`src/rtl/fetch_pkg.sv`:
```
// Shared types for the fetch queue: queue entry layout, FSM states and fetch granule.
package fetch_pkg;
   localparam int FQ_XLEN     = 64;
   localparam int FQ_ILEN     = 32;
   localparam int INSTR_BYTES = 4;

   typedef struct packed {
      logic [FQ_XLEN-1:0] pc;
      logic [FQ_ILEN-1:0] instr;
      logic               fault;
   } fq_entry_t;

   typedef enum logic [1:0] {IDLE, BUSY, DRAIN, FAULT} fq_state_t;
endpackage

```
`src/rtl/fq_fifo.sv`:
```
// Circular buffer of fetch entries; occupancy is tracked by count so DEPTH need not be a power of two.
module fq_fifo
   import fetch_pkg::*;
#(
   parameter int DEPTH = 4
) (
   input  logic                       clk,
   input  logic                       reset,
   input  logic                       push,
   input  fq_entry_t                  push_data,
   input  logic                       pop,
   input  logic                       flush,
   output fq_entry_t                  head,
   output logic [$clog2(DEPTH+1)-1:0] count
);
   localparam int CW = $clog2(DEPTH+1);
   localparam int PW = $clog2(DEPTH);

   fq_entry_t         mem [DEPTH];
   logic [PW-1:0]     head_ptr_reg, tail_ptr_reg;
   logic [CW-1:0]     count_reg;

   function automatic logic [PW-1:0] ptr_inc(input logic [PW-1:0] p);
      return (p == PW'(DEPTH-1)) ? '0 : p + PW'(1);
   endfunction

   always_ff @(posedge clk) begin
      if (push)
         mem[tail_ptr_reg] <= push_data;
   end

   always_ff @(posedge clk) begin
      if (reset || flush) begin
         head_ptr_reg <= '0;
         tail_ptr_reg <= '0;
         count_reg    <= '0;
      end else begin
         if (push)
            tail_ptr_reg <= ptr_inc(tail_ptr_reg);
         if (pop)
            head_ptr_reg <= ptr_inc(head_ptr_reg);
         count_reg <= count_reg + CW'(push) - CW'(pop);
      end
   end

   // A request is only launched with a free slot reserved, so a push can never see a full queue.
   always_ff @(posedge clk) begin
      if (!reset && !flush)
         assert (!(push && count_reg == CW'(DEPTH)));
   end

   assign head  = mem[head_ptr_reg];
   assign count = count_reg;
endmodule

```
`src/rtl/fetch_queue.sv`:
```
// Decoupled fetch front end: sequential ibus reads into a small queue popped by decode.
module fetch_queue
   import fetch_pkg::*;
#(
   parameter int              DEPTH    = 4,
   parameter int              XLEN     = FQ_XLEN,
   parameter int              ILEN     = FQ_ILEN,
   parameter logic [XLEN-1:0] RESET_PC = XLEN'(64'h8000_0000)
) (
   input  logic                       clk,
   input  logic                       reset,
   input  logic                       redirect_valid,
   input  logic [XLEN-1:0]            redirect_pc,
   output logic                       ireq_valid,
   output logic [XLEN-1:0]            ireq_addr,
   input  logic                       iresp_data_ok,
   input  logic [ILEN-1:0]            iresp_data,
   output logic                       out_valid,
   input  logic                       out_ready,
   output logic [XLEN-1:0]            out_pc,
   output logic [ILEN-1:0]            out_instr,
   output logic                       out_fault,
   output logic [$clog2(DEPTH+1)-1:0] count
);
   localparam int CW = $clog2(DEPTH+1);

   fq_state_t       state_reg;
   logic [XLEN-1:0] fetch_pc_reg, req_addr_reg;
   fq_entry_t       head, push_data;
   logic            push, pop, has_room, fault_push;
   logic [CW-1:0]   count_int;

   assign has_room   = count_int < CW'(DEPTH);
   assign out_valid  = count_int != '0;
   assign pop        = out_valid && out_ready && !redirect_valid;
   assign fault_push = (state_reg == IDLE) && has_room && (fetch_pc_reg[1:0] != 2'b00);
   assign push       = !redirect_valid && (((state_reg == BUSY) && iresp_data_ok) || fault_push);

   always_comb begin
      push_data = '{pc: fetch_pc_reg, instr: '0, fault: 1'b1};
      if (state_reg == BUSY)
         push_data = '{pc: req_addr_reg, instr: iresp_data, fault: 1'b0};
   end

   fq_fifo #(.DEPTH(DEPTH)) u_fifo (
      .clk       (clk),
      .reset     (reset),
      .push      (push),
      .push_data (push_data),
      .pop       (pop),
      .flush     (redirect_valid),
      .head      (head),
      .count     (count_int)
   );

   // Redirect wins over every other move; a request already on the bus must still be drained.
   always_ff @(posedge clk) begin
      if (reset) begin
         state_reg    <= IDLE;
         fetch_pc_reg <= RESET_PC;
         req_addr_reg <= RESET_PC;
      end else if (redirect_valid) begin
         fetch_pc_reg <= redirect_pc;
         if ((state_reg == BUSY || state_reg == DRAIN) && !iresp_data_ok)
            state_reg <= DRAIN;
         else
            state_reg <= IDLE;
      end else begin
         case (state_reg)
            IDLE: begin
               if (has_room) begin
                  if (fetch_pc_reg[1:0] == 2'b00) begin
                     req_addr_reg <= fetch_pc_reg;
                     state_reg    <= BUSY;
                  end else begin
                     state_reg <= FAULT;
                  end
               end
            end
            BUSY: begin
               if (iresp_data_ok) begin
                  fetch_pc_reg <= req_addr_reg + XLEN'(INSTR_BYTES);
                  state_reg    <= IDLE;
               end
            end
            DRAIN: begin
               if (iresp_data_ok)
                  state_reg <= IDLE;
            end
            default: ;
         endcase
      end
   end

   assign ireq_valid = (state_reg == BUSY) || (state_reg == DRAIN);
   assign ireq_addr  = req_addr_reg;
   assign out_pc     = out_valid ? head.pc : '0;
   assign out_instr  = out_valid ? head.instr : '0;
   assign out_fault  = out_valid ? head.fault : 1'b0;
   assign count      = count_int;
endmodule
```
`config.mk`:
```
export PLATFORM = sky130hd
export DESIGN_NAME = fetch_queue
export DESIGN_NICKNAME = d
export VERILOG_FILES = /design/src/rtl/fetch_pkg.sv /design/src/rtl/fq_fifo.sv /design/src/rtl/fetch_queue.sv
export SDC_FILE = /design/constraint.sdc
export NUM_CORES = 1
export LEC_CHECK = 0
export BUFFER_PORTS_ARGS = -buffer_cell sky130_fd_sc_hd__buf_2
export CORE_UTILIZATION = 30
export DETAILED_ROUTE_END_ITERATION = 6
export SLEW_MARGIN = 20
export SYNTH_ARGS = -nofsm -noshare
export SYNTH_HDL_FRONTEND = slang
export SYNTH_SLANG_ARGS = --single-unit
```
`constraint.sdc`:
```
create_clock -name clk -period 13.6 [get_ports clk]
set_clock_uncertainty 0.15 [all_clocks]
set_input_delay 3.4 -clock clk [delete_from_list [all_inputs] [get_ports clk]]
set_output_delay 3.4 -clock clk [all_outputs]
set_load 0.01 [all_outputs]
```
Word-level counts from Yosys, hierarchy flattened
Memory sizes are Yosys's and may differ from the RTL's. A register that Yosys moved wholly into a read port is not among the register bits.
Cells that the tools add are included.
{"block": "op_classes", "reduce_logical": 23, "bitwise_logic": 1, "addsub": 5, "muxes": 19, "n_eq_ne": 6, "magnitude_cmp": 1}
{"op": "2-to-1 mux 64 bit", "n": 4}
{"op": "2-to-1 mux 97 bit", "n": 1}
{"op": "adder 64 x 3 -> 64 bit (second input constant)", "n": 1}
{"op": "2-to-1 mux 32 bit", "n": 1}
{"op": "2-to-1 mux 2 bit", "n": 9}
{"op": "logical AND 1 bit", "n": 7}
{"op": "equality test 2 bit (second input constant)", "n": 3}
{"op": "nonzero test 2 bit", "n": 3}
{"op": "nonzero test 3 bit", "n": 2}
{"op": "adder 2 x 1 -> 2 bit (second input constant)", "n": 2}
{"op": "logical NOT 2 bit", "n": 2}
{"op": "one-hot mux 2 bit (2 select lines)", "n": 1}
{"op": "AND reduction 4 bit", "n": 1}
{"op": "adder 3 x 1 -> 3 bit", "n": 1}
{"op": "logical OR 1 bit", "n": 3}
{"op": "< comparator 3 bit (second input constant)", "n": 1}
{"op": "2-to-1 mux 1 bit", "n": 3}
{"op": "!= test 3 x 1 -> 1 bit (second input constant)", "n": 1}
{"op": "!= test 3 bit (second input constant)", "n": 1}
{"op": "AND reduction 3 bit", "n": 1}
{"op": "subtractor 3 x 1 -> 3 bit", "n": 1}
{"op": "equality test 2 x 1 -> 1 bit (second input constant)", "n": 1}
{"op": "logical NOT 1 bit", "n": 2}
{"op": "AND reduction 2 bit", "n": 1}
{"op": "2 further kinds", "n": 2}
{"block": "totals", "register_bits": 137, "output_inout_bits": 166, "mem_count": 1, "mem_bits_rw": 388}
{"name": "u_fifo.mem", "words": 4, "width": 97, "read_ports": 1, "rd_ports_with_merged_regs": 1, "write_ports": 1, "line_no": "fq_fifo.sv:19", "source": "fq_entry_t mem [DEPTH];"}

Logic depth before layout (Yosys ltp)
Gate-level depths: netlist of run 1.
{"block": "logic_depth", "word_depth": 7, "mapped_depth": 11}

Hierarchy
Synthesis of run 1 repeated with hierarchy kept, for this count alone.
{"block": "hier_totals", "cells_unflattened": 1624, "hier_area_um2": 22445.3}
{"mod": "fq_fifo", "area_per_inst_um2": 14436.3, "instances": 1, "cells_per_inst": 550}
{"mod": "fetch_queue", "area_per_inst_um2": 8008.9, "instances": 1, "cells_per_inst": 1074}

Worst setup path before layout of run 1
Ideal clock, no wire load.
{"block": "synth_timing", "path_kind": "input -> register", "start": "input redirect_valid", "end": "memory u_fifo.mem[0][0] in the netlist's numbering, enable pin", "n_path_buf": 2, "slack_ns": 6.687, "t_arrival_ns": 6.295, "stages": 4, "cell_sequence": "clkbuf_1 -> inv_1 -> clkbuf_1 -> and3_1"}
{"block": "synth_between", "elab_chain_cells": 4}
{"item": "start: declaration", "line_no": "fetch_queue.sv:12", "source": "input logic redirect_valid,"}
{"item": "logical NOT 1 bit"}
{"item": "logical AND 1 bit", "line_no": "fetch_queue.sv:37", "source": "assign push = !redirect_valid && (((state_reg == BUSY) && iresp_data_ok) || fault_push);"}
{"item": "2-to-1 mux 1 bit", "line_no": "fq_fifo.sv:28", "source": "if (push)"}
{"item": "2-to-1 mux 1 bit (implied by the code)", "line_no": "fq_fifo.sv:29", "source": "mem[tail_ptr_reg] <= push_data;"}
{"item": "end: declaration", "line_no": "fq_fifo.sv:19"}
No other way between the ends.

==> summary.md, run 1 <==
| Metric | Value |
|---|---|
| Status | complete, no violations |
| Core area | 74,800 um2 |
| Post-Synth XOR/XNOR Area | 0.998% |
| Max-Cap Viols | 0 |
| Mean Syn Cell Area | 13.3 um2 |
| Sw power | 0.000894 W |
| Post-synthesis compound-gate area fraction | 6.10% |
| Post-synthesis adder-cell area fraction | 0.636% |
| Synth Cell Area | 22,800 um2 |
| First-pass GRT wire length | 98.4 mm |
| CP delay by family, top | flip-flops |
| Slew @ Worst Pin | 1000 ps |
| Iter 0 DRT Violations | 1,149 |
| Cts bufs inserted | 54 |
| Largest family of logic cells by synthesized area | simple AND/OR/NAND/NOR gates |
| GR Overflow Total | 0 |
| Initial antenna violation count | 8 |
| Post-DP Area | 25,100 um2 |
| Mapped Cells | 1,711 |
| Total GRT Usage | 16.8% |
| Async SR Flop Fraction | 0% |
| Post-synthesis sequential area ratio | 63.3% |
| Worst IR drop on VDD | 0.0783 mV |
| Final WL | 65.8 mm |
| Synth area leaders | edfxtp_1, dfxtp_1, mux4_2, and2_1, nand2_1 |
| Die area | 77,200 um2 |
| Post-synthesis mux area share | 12.9% |
| Final #Nets | 2,033 |
| HPWL after detailed placement | 41.6 mm |
| Postcts setup bufs | 0 |
| Final setup violation count | 0 |
| Die X | 278 um |
| CTS resizes | 0 |
| Root buffer cell | clkbuf_16 |
| Num rows | 100 |
| Clock share of power | 39.4% |
| Cell Int Power | 0.00275 W |
| Critical path class | flop to output pin |
| TritonCTS clock tree | built |
| Fin. Hold Viols | 0 |
| LEAKAGE | 9.31 nW |
| Placed Cells | 2,834 |
| Port bufs | 266 |
| Sequential power share | 50.4% |
| Max Slew Vio Count | 0 |
| Slowest CP cell | dfxtp_4 |
| Final Power | 0.00365 W |
| Count of cell types in the netlist | 56 |
| Critical Path RT | 10,050 ps |
| Fin cells | 2,937 |
| Vias in the first global route | 15,300 |
| Clock period minus final worst setup slack | 6600 ps |
| Top-count cell post-synth | edfxtp_1 |
| Drt pass-1 iters | 5 |
| CTS H-Tree Depth | 2 |
| Area growth syn-to-layout | 17.5% |
| Final ANT Viol Nets | 0 |
| Fin Setup TNS | 0 ps |
| Worst-Skew Late Latency | 610 ps |
| Worst path arrival time | 3050 ps |
| Crit-path max FO | 51 |
| EDFF count, synth | 388 |
| Clock transition at path regs | 60 ps |
| CP Cell Sequence | buf_4 > mux4_2 > and2_1 > buf_2 |
| WP buf/inv | 2 |
| Via count | 15,100 |
| Largest register FFs | 388 |
| Routability Congestion | 0.827 |
| Routed length per instance | 22.4 um |
| Net Sw Frac | 24.5% |
| Number of warnings issued by yosys | 0 |
| Synth Net Count | 1,823 |
| Sink Count | 527 |
| Die height | 278 um |
| Effective utilization at floorplan | 30.5% |
| Clock buffer depth | 3 |
| Comb power frac | 10.2% |
| Largest net degree at the start of global routing | 101 |
| Post-DR vias/cell | 5.15 |
| Most instantiated cells after synthesis | edfxtp_1, nand2_1, and2_1 |
| Hold-fix buffers, CTS | 0 |
| Post-Synth Simple-Gate Area | 13.5% |
| Fmax | 152 MHz |
| Synth Register Bits | 527 |
| Relative slew slack | 33.0% |
| # IOs | 267 |
| Min-delay worst type | flop to flop |
| Final Cycle Share | 48.5% |
| Startpoint Class | flop |
| Final routed DRC violation total | 0 |
| RSZ-0062 raised after global routing | false |
| Post-synth top flop | edfxtp_1 |
| CP peak stage delay | 880 ps |
| Synth top area share | 51.1% |
| Cell area power density | 136 nW/um2 |
| Layout cells sized above 1 | 28.0% |
| Yosys top cell by area | edfxtp_1 |
| Post-route cell area | 26,800 um2 |
| Setup crit end kind | output pin |
final cells by class:
cell class	count	area [um2]
Fill cell	7256	48000
Multi-Input combinational cell	1032	7850
Clock buffer	72	1470
Sequential cell	527	14400
Timing Repair Buffer	289	1510
Antenna cell	4	10.0
Clock inverter	27	231
Tap cell	969	1210
Inverter	17	63.8
per-stage QoR:
| stage | util, % | hold WS (ps) | setup WS [ps] |
|---|---|---|---|
| 2_1_floorplan | - | 288 | 6690 |
| 3_3_place_gp | 33.5 | 298 | 7110 |
| 3_5_place_dp | 33.5 | 303 | 7020 |
| 4_1_cts | 35.8 | 307 | 6890 |
| 5_1_grt | 35.8 | 338 | 6850 |
| 6_report | 35.8 | 309 | 7000 |
worst paths after layout:
path	start	slack, ps	end	depth (start not counted)
worst min register to register	fetch_pc_reg[24]$_SDFFE_PP0P_	310	ireq_addr[24]$_SDFFE_PP0P_	2
worst max register to register	state_reg[1]$_SDFFE_PP0P_	9490	u_fifo.mem[2][79]$_DFFE_PP_	7
worst max-delay path	flop	7000	out_pc[4]	4
worst min-delay path	fetch_pc_reg[24]$_SDFFE_PP0P_	310	ireq_addr[24]$_SDFFE_PP0P_	2
power by group through the flow:
stage | Sequential, W | Clock [W] | Combinational, W
after floorplan | 0.00186 | 0 | 0.000228
after global placement | 0.00187 | 0 | 0.000369
after detailed placement | 0.00187 | 0 | 0.000375
after CTS | 0.00184 | 0.00147 | 0.000377
after global routing | 0.00184 | 0.00153 | 0.000403
final | 0.00184 | 0.00144 | 0.000371
cells in the final DEF (no fill, tap or decap), types with 5 or more instances in the layout:
master,instances
or4_1,7
nor2_1,56
clkbuf_16,54
nor3_1,22
mux4_2,97
clkinv_1,8
nor4_1,19
and2_1,139
a31oi_1,17
o21ai_0,19
buf_4,24
ha_1,9
inv_1,16
and3_1,34
o22ai_1,20
clkinv_2,10
nand2_1,204
dfxtp_1,137
o211ai_1,18
clkbuf_1,13
buf_2,264
edfxtp_1,388
clkbuf_8,5
nand4_1,28
mux2_2,64
or3_1,7
and4_1,8
nand3_1,44
xnor2_1,16
a21oi_1,114
a211oi_1,8
xor2_1,10
cell families (layout without fill, tap and decap cells):
logic type | count (synthesis) | after routing
compound gates | 231 | 231
xor+xnor | 26 | 26
fa+ha+maj | 11 | 11
buf+inv | 152 | 405
flops | 527 | 527
mux | 165 | 165
other cells | 0 | 4
simple gates | 599 | 599
worst min-delay path, stage by stage, from the launching register on:
cell and delay, ps:
dfxtp_1 320, nand2_1 50, a21oi_1 50
metal layers:
layer  routed length, um  vias up  track usage [%]  part of all wire (%)
li1                    -     6866                -                     -
met1               28300     7688             22.2                    43
met2               31700      475             27.8                    48
met3                4590       86             3.88                   7.0
met4                1140        6             4.22                   1.7
met5                  30        -                0                 0.046
(Power assumes the default switching activity.)
==> inputs of run 2 (changes only) <==
- ABC_AREA: default -> 1
- clock period: 13.6 -> 6.2 ns (I/O delays scaled with it)
==> run 2 against run 1 <==
  * Sequential cell count did not move
  * First-iteration DRC count rose by 29%
  * Critical endpoint is now out_pc[41]
  * Synthesized cell count rose by 47%
  * Die area rose by 1.7%
  * Global-route usage rose by 1.5 points
  * Register-to-register slack got worse by 6800 ps
==> summary.md, run 2 <==
| Metric | Value |
|---|---|
| Fin Setup TNS | 0 ps (unchanged) |
| Post-DR vias/cell | 4.79 (was 5.15) |
| CP peak stage delay | 720 ps (was 880 ps) |
| Final ANT Viol Nets | 0 (unchanged) |
| Top-count cell post-synth | nor2_1 (was edfxtp_1) |
| Hold-fix buffers, CTS | 0 (unchanged) |
| Status | complete, no violations (unchanged) |
| Total GRT Usage | 18.3% (was 16.8%) |
| Initial antenna violation count | 4 (was 8) |
| CTS H-Tree Depth | 2 (unchanged) |
| Final WL | 73.4 mm (was 65.8 mm) |
| Synth Net Count | 2,627 (was 1,823) |
| Clock transition at path regs | 60 ps (about the same) |
| Synth area leaders | edfxtp_1, dfxtp_1, nor2_1, o21ai_0, nand2_1 (was edfxtp_1, dfxtp_1, mux4_2, and2_1, nand2_1) |
| Busiest layer in global routing | met2 (unchanged) |
| Final #Nets | 2,834 (was 2,033) |
| Max Slew Vio Count | 0 (unchanged) |
| Startpoint Class | flop (unchanged) |
| Commonest non-fill, non-tap cells in the layout | nor2_1, nand2_1, edfxtp_1, o21ai_0, buf_2 (was edfxtp_1, buf_2, nand2_1, and2_1, dfxtp_1) |
| Yosys top cell by area | edfxtp_1 (unchanged) |
| Via count | 18,200 (was 15,100) |
| Critical Path RT | 4500 ps (was 10,050 ps) |
| Num rows | 101 (was 100) |
| Layout cells sized above 1 | 15.1% (was 28.0%) |
| Synth Cell Area | 23,200 um2 (was 22,800 um2) |
| Slew @ Worst Pin | 1110 ps (was 1000 ps) |
| First-pass GRT wire length | 108 mm (was 98.4 mm) |
| Register area | 14,400 um2 (unchanged) |
| Post-layout util | 36.1% (was 35.8%) |
| Largest register FFs | 388 (unchanged) |
| Final Power | 0.00976 W (was 0.00365 W) |
| Area of the multi-input gates | 7570 um2 (was 7850 um2) |
| Number of warnings issued by yosys | 0 (unchanged) |
| Async SR Flop Fraction | 0% (unchanged) |
| Largest net degree at the start of global routing | 195 (was 101) |
| EDFF count, synth | 388 (unchanged) |
| Root buffer cell | clkbuf_16 (unchanged) |
| CTS resizes | 0 (unchanged) |
| Die height | 280 um (was 278 um) |
| Port bufs | 266 (unchanged) |
| Worst IR drop on VDD | 0.238 mV (was 0.0783 mV) |
| Most instantiated cells after synthesis | nor2_1, nand2_1, edfxtp_1 (was edfxtp_1, nand2_1, and2_1) |
| CP delay by family, top | buffers and inverters (was flip-flops) |
| Relative slew slack | 25.1% (was 33.0%) |
| Mean Syn Cell Area | 9.23 um2 (was 13.3 um2) |
| Final routed DRC violation total | 0 (unchanged) |
| Cell area power density | 355 nW/um2 (was 136 nW/um2) |
| Post-DP Area | 25,600 um2 (was 25,100 um2) |
| Cts bufs inserted | 55 (was 54) |
| Clock period minus final worst setup slack | 4850 ps |
| RSZ-0062 raised after global routing | false (unchanged) |
| Sink Count | 527 (unchanged) |
| Met1 usage | 24.9% (was 22.2%) |
| Effective utilization at floorplan | 30.5% (about the same) |
| Postcts setup bufs | 0 (unchanged) |
| Slowest CP cell | clkinv_2 (was dfxtp_4) |
| Met2 Track Usage GR | 29.3% (was 27.8%) |
| HPWL after detailed placement | 48.6 mm (was 41.6 mm) |
| Routed length per instance | 19.3 um (was 22.4 um) |
| Post-synthesis sequential area ratio | 62.2% (was 63.3%) |
| Synth top area share | 50.2% (was 51.1%) |
| CP Cell Sequence | clkinv_2 > buf_4 > nor2_1 > o21ai_0 > a21oi_1 > buf_2 (was buf_4 > mux4_2 > and2_1 > buf_2) |
| Critical path class | flop to output pin (unchanged) |
| Routability Congestion | 0.930 (was 0.827) |
| Fill cell count | 7,701 (was 7,256) |
| Core area | 76,200 um2 (was 74,800 um2) |
| Area growth syn-to-layout | 18.4% (was 17.5%) |
| Post-synth top flop | edfxtp_1 (unchanged) |
| Mapped Cells | 2,515 (was 1,711) |
| Count of cell types in the netlist | 40 (was 56) |
| Final setup violation count | 0 (unchanged) |
| LEAKAGE | 10.3 nW (was 9.31 nW) |
| Die X | 280 um (was 278 um) |
| GR Overflow Total | 0 (unchanged) |
| Drt pass-1 iters | 5 (unchanged) |
| Vias in the first global route | 17,000 (was 15,300) |
| Commonest non-fill, non-tap cell in the layout | nor2_1 (was edfxtp_1) |
| Post-route cell area | 27,500 um2 (was 26,800 um2) |
| Fin. Hold Viols | 0 (unchanged) |
| # IOs | 267 (unchanged) |
| Iter 0 DRT Violations | 1,482 (was 1,149) |
| Met3 usage | 3.48% (was 3.88%) |
| Crit-path max FO | 45 (was 51) |
| Min-delay worst type | flop to flop (unchanged) |
| Worst path arrival time | 3150 ps (was 3050 ps) |
| TritonCTS clock tree | built (unchanged) |
| Max-Cap Viols | 0 (unchanged) |
| Clock buffer depth | 3 (unchanged) |
| Die area | 78,500 um2 (was 77,200 um2) |
| Fmax | 206 MHz |
| Final Cycle Share | 78.2% |
| WP buf/inv | 3 (was 2) |
| Setup crit end kind | output pin (unchanged) |
| Worst R2R Setup Slack | 2700 ps (was 9490 ps) |
| Worst-Skew Late Latency | 620 ps (was 610 ps) |
| Synth Register Bits | 527 (unchanged) |
-- run 2: worst paths after layout --
kind                                      start                             to  cells past startpoint
setup / recovery                           flop                     out_pc[41]                      6
hold / removal    fetch_pc_reg[63]$_SDFFE_PP0P_  fetch_pc_reg[63]$_SDFFE_PP0P_                      2
setup reg to reg     u_fifo.count[2]$_SDFF_PP0_     u_fifo.count[2]$_SDFF_PP0_                     12
hold reg to reg   fetch_pc_reg[63]$_SDFFE_PP0P_  fetch_pc_reg[63]$_SDFFE_PP0P_                      2
-- run 2: cell families after synthesis --
| family | share of synthesized area (%) |
|---|---|
| simple gates | 17.5 |
| compound gates | 13.5 |
| flops | 62.2 |
| buf+inv | 5.47 |
| xor+xnor | 0.717 |
| fa+ha+maj | 0.625 |
-- run 2: worst reg2reg max path, delay by kind of cell, from the launching register on --
kind	cells	cell delay (ps)
fa+ha+maj	3	830
flops	1	400
simple gates	3	430
xor+xnor	2	370
buf+inv	4	1210
-- run 2: final cells by class --
type | instances | area share [%]
antenna | 2 | 0.0182
clock buffer | 61 | 5.17
clock inverter | 43 | 1.73
inverter | 190 | 2.61
multi-input combinational | 1658 | 27.5
sequential | 527 | 52.5
tap | 1030 | 4.69
timing repair buffer | 290 | 5.68
-- run 2: power breakdown --
part           switching (W)  internal, W  leakage (nW)
Clock                0.00141      0.00206         0.922
Sequential          0.000266      0.00426          4.73
Combinational        0.00130     0.000451          4.65
-- run 2: metrics by stage --
stage / instances / worst slack, ps / hold WS (ps)
floorplan: 2515 / -669 / 304
global placement: 3695 / 1650 / 318
detailed placement: 3695 / 1560 / 318
CTS: 3799 / 1200 / 328
global route: 3799 / 1080 / 347
finish: 3801 / 1350 / 327
-- run 2: layer usage --
| layer | share of wire (%) | wire length, um |
|---|---|---|
| met5 | 0 | 0 |
| met4 | 3.0 | 2190 |
| met3 | 6.9 | 5060 |
| met2 | 46 | 33600 |
| met1 | 44 | 32500 |
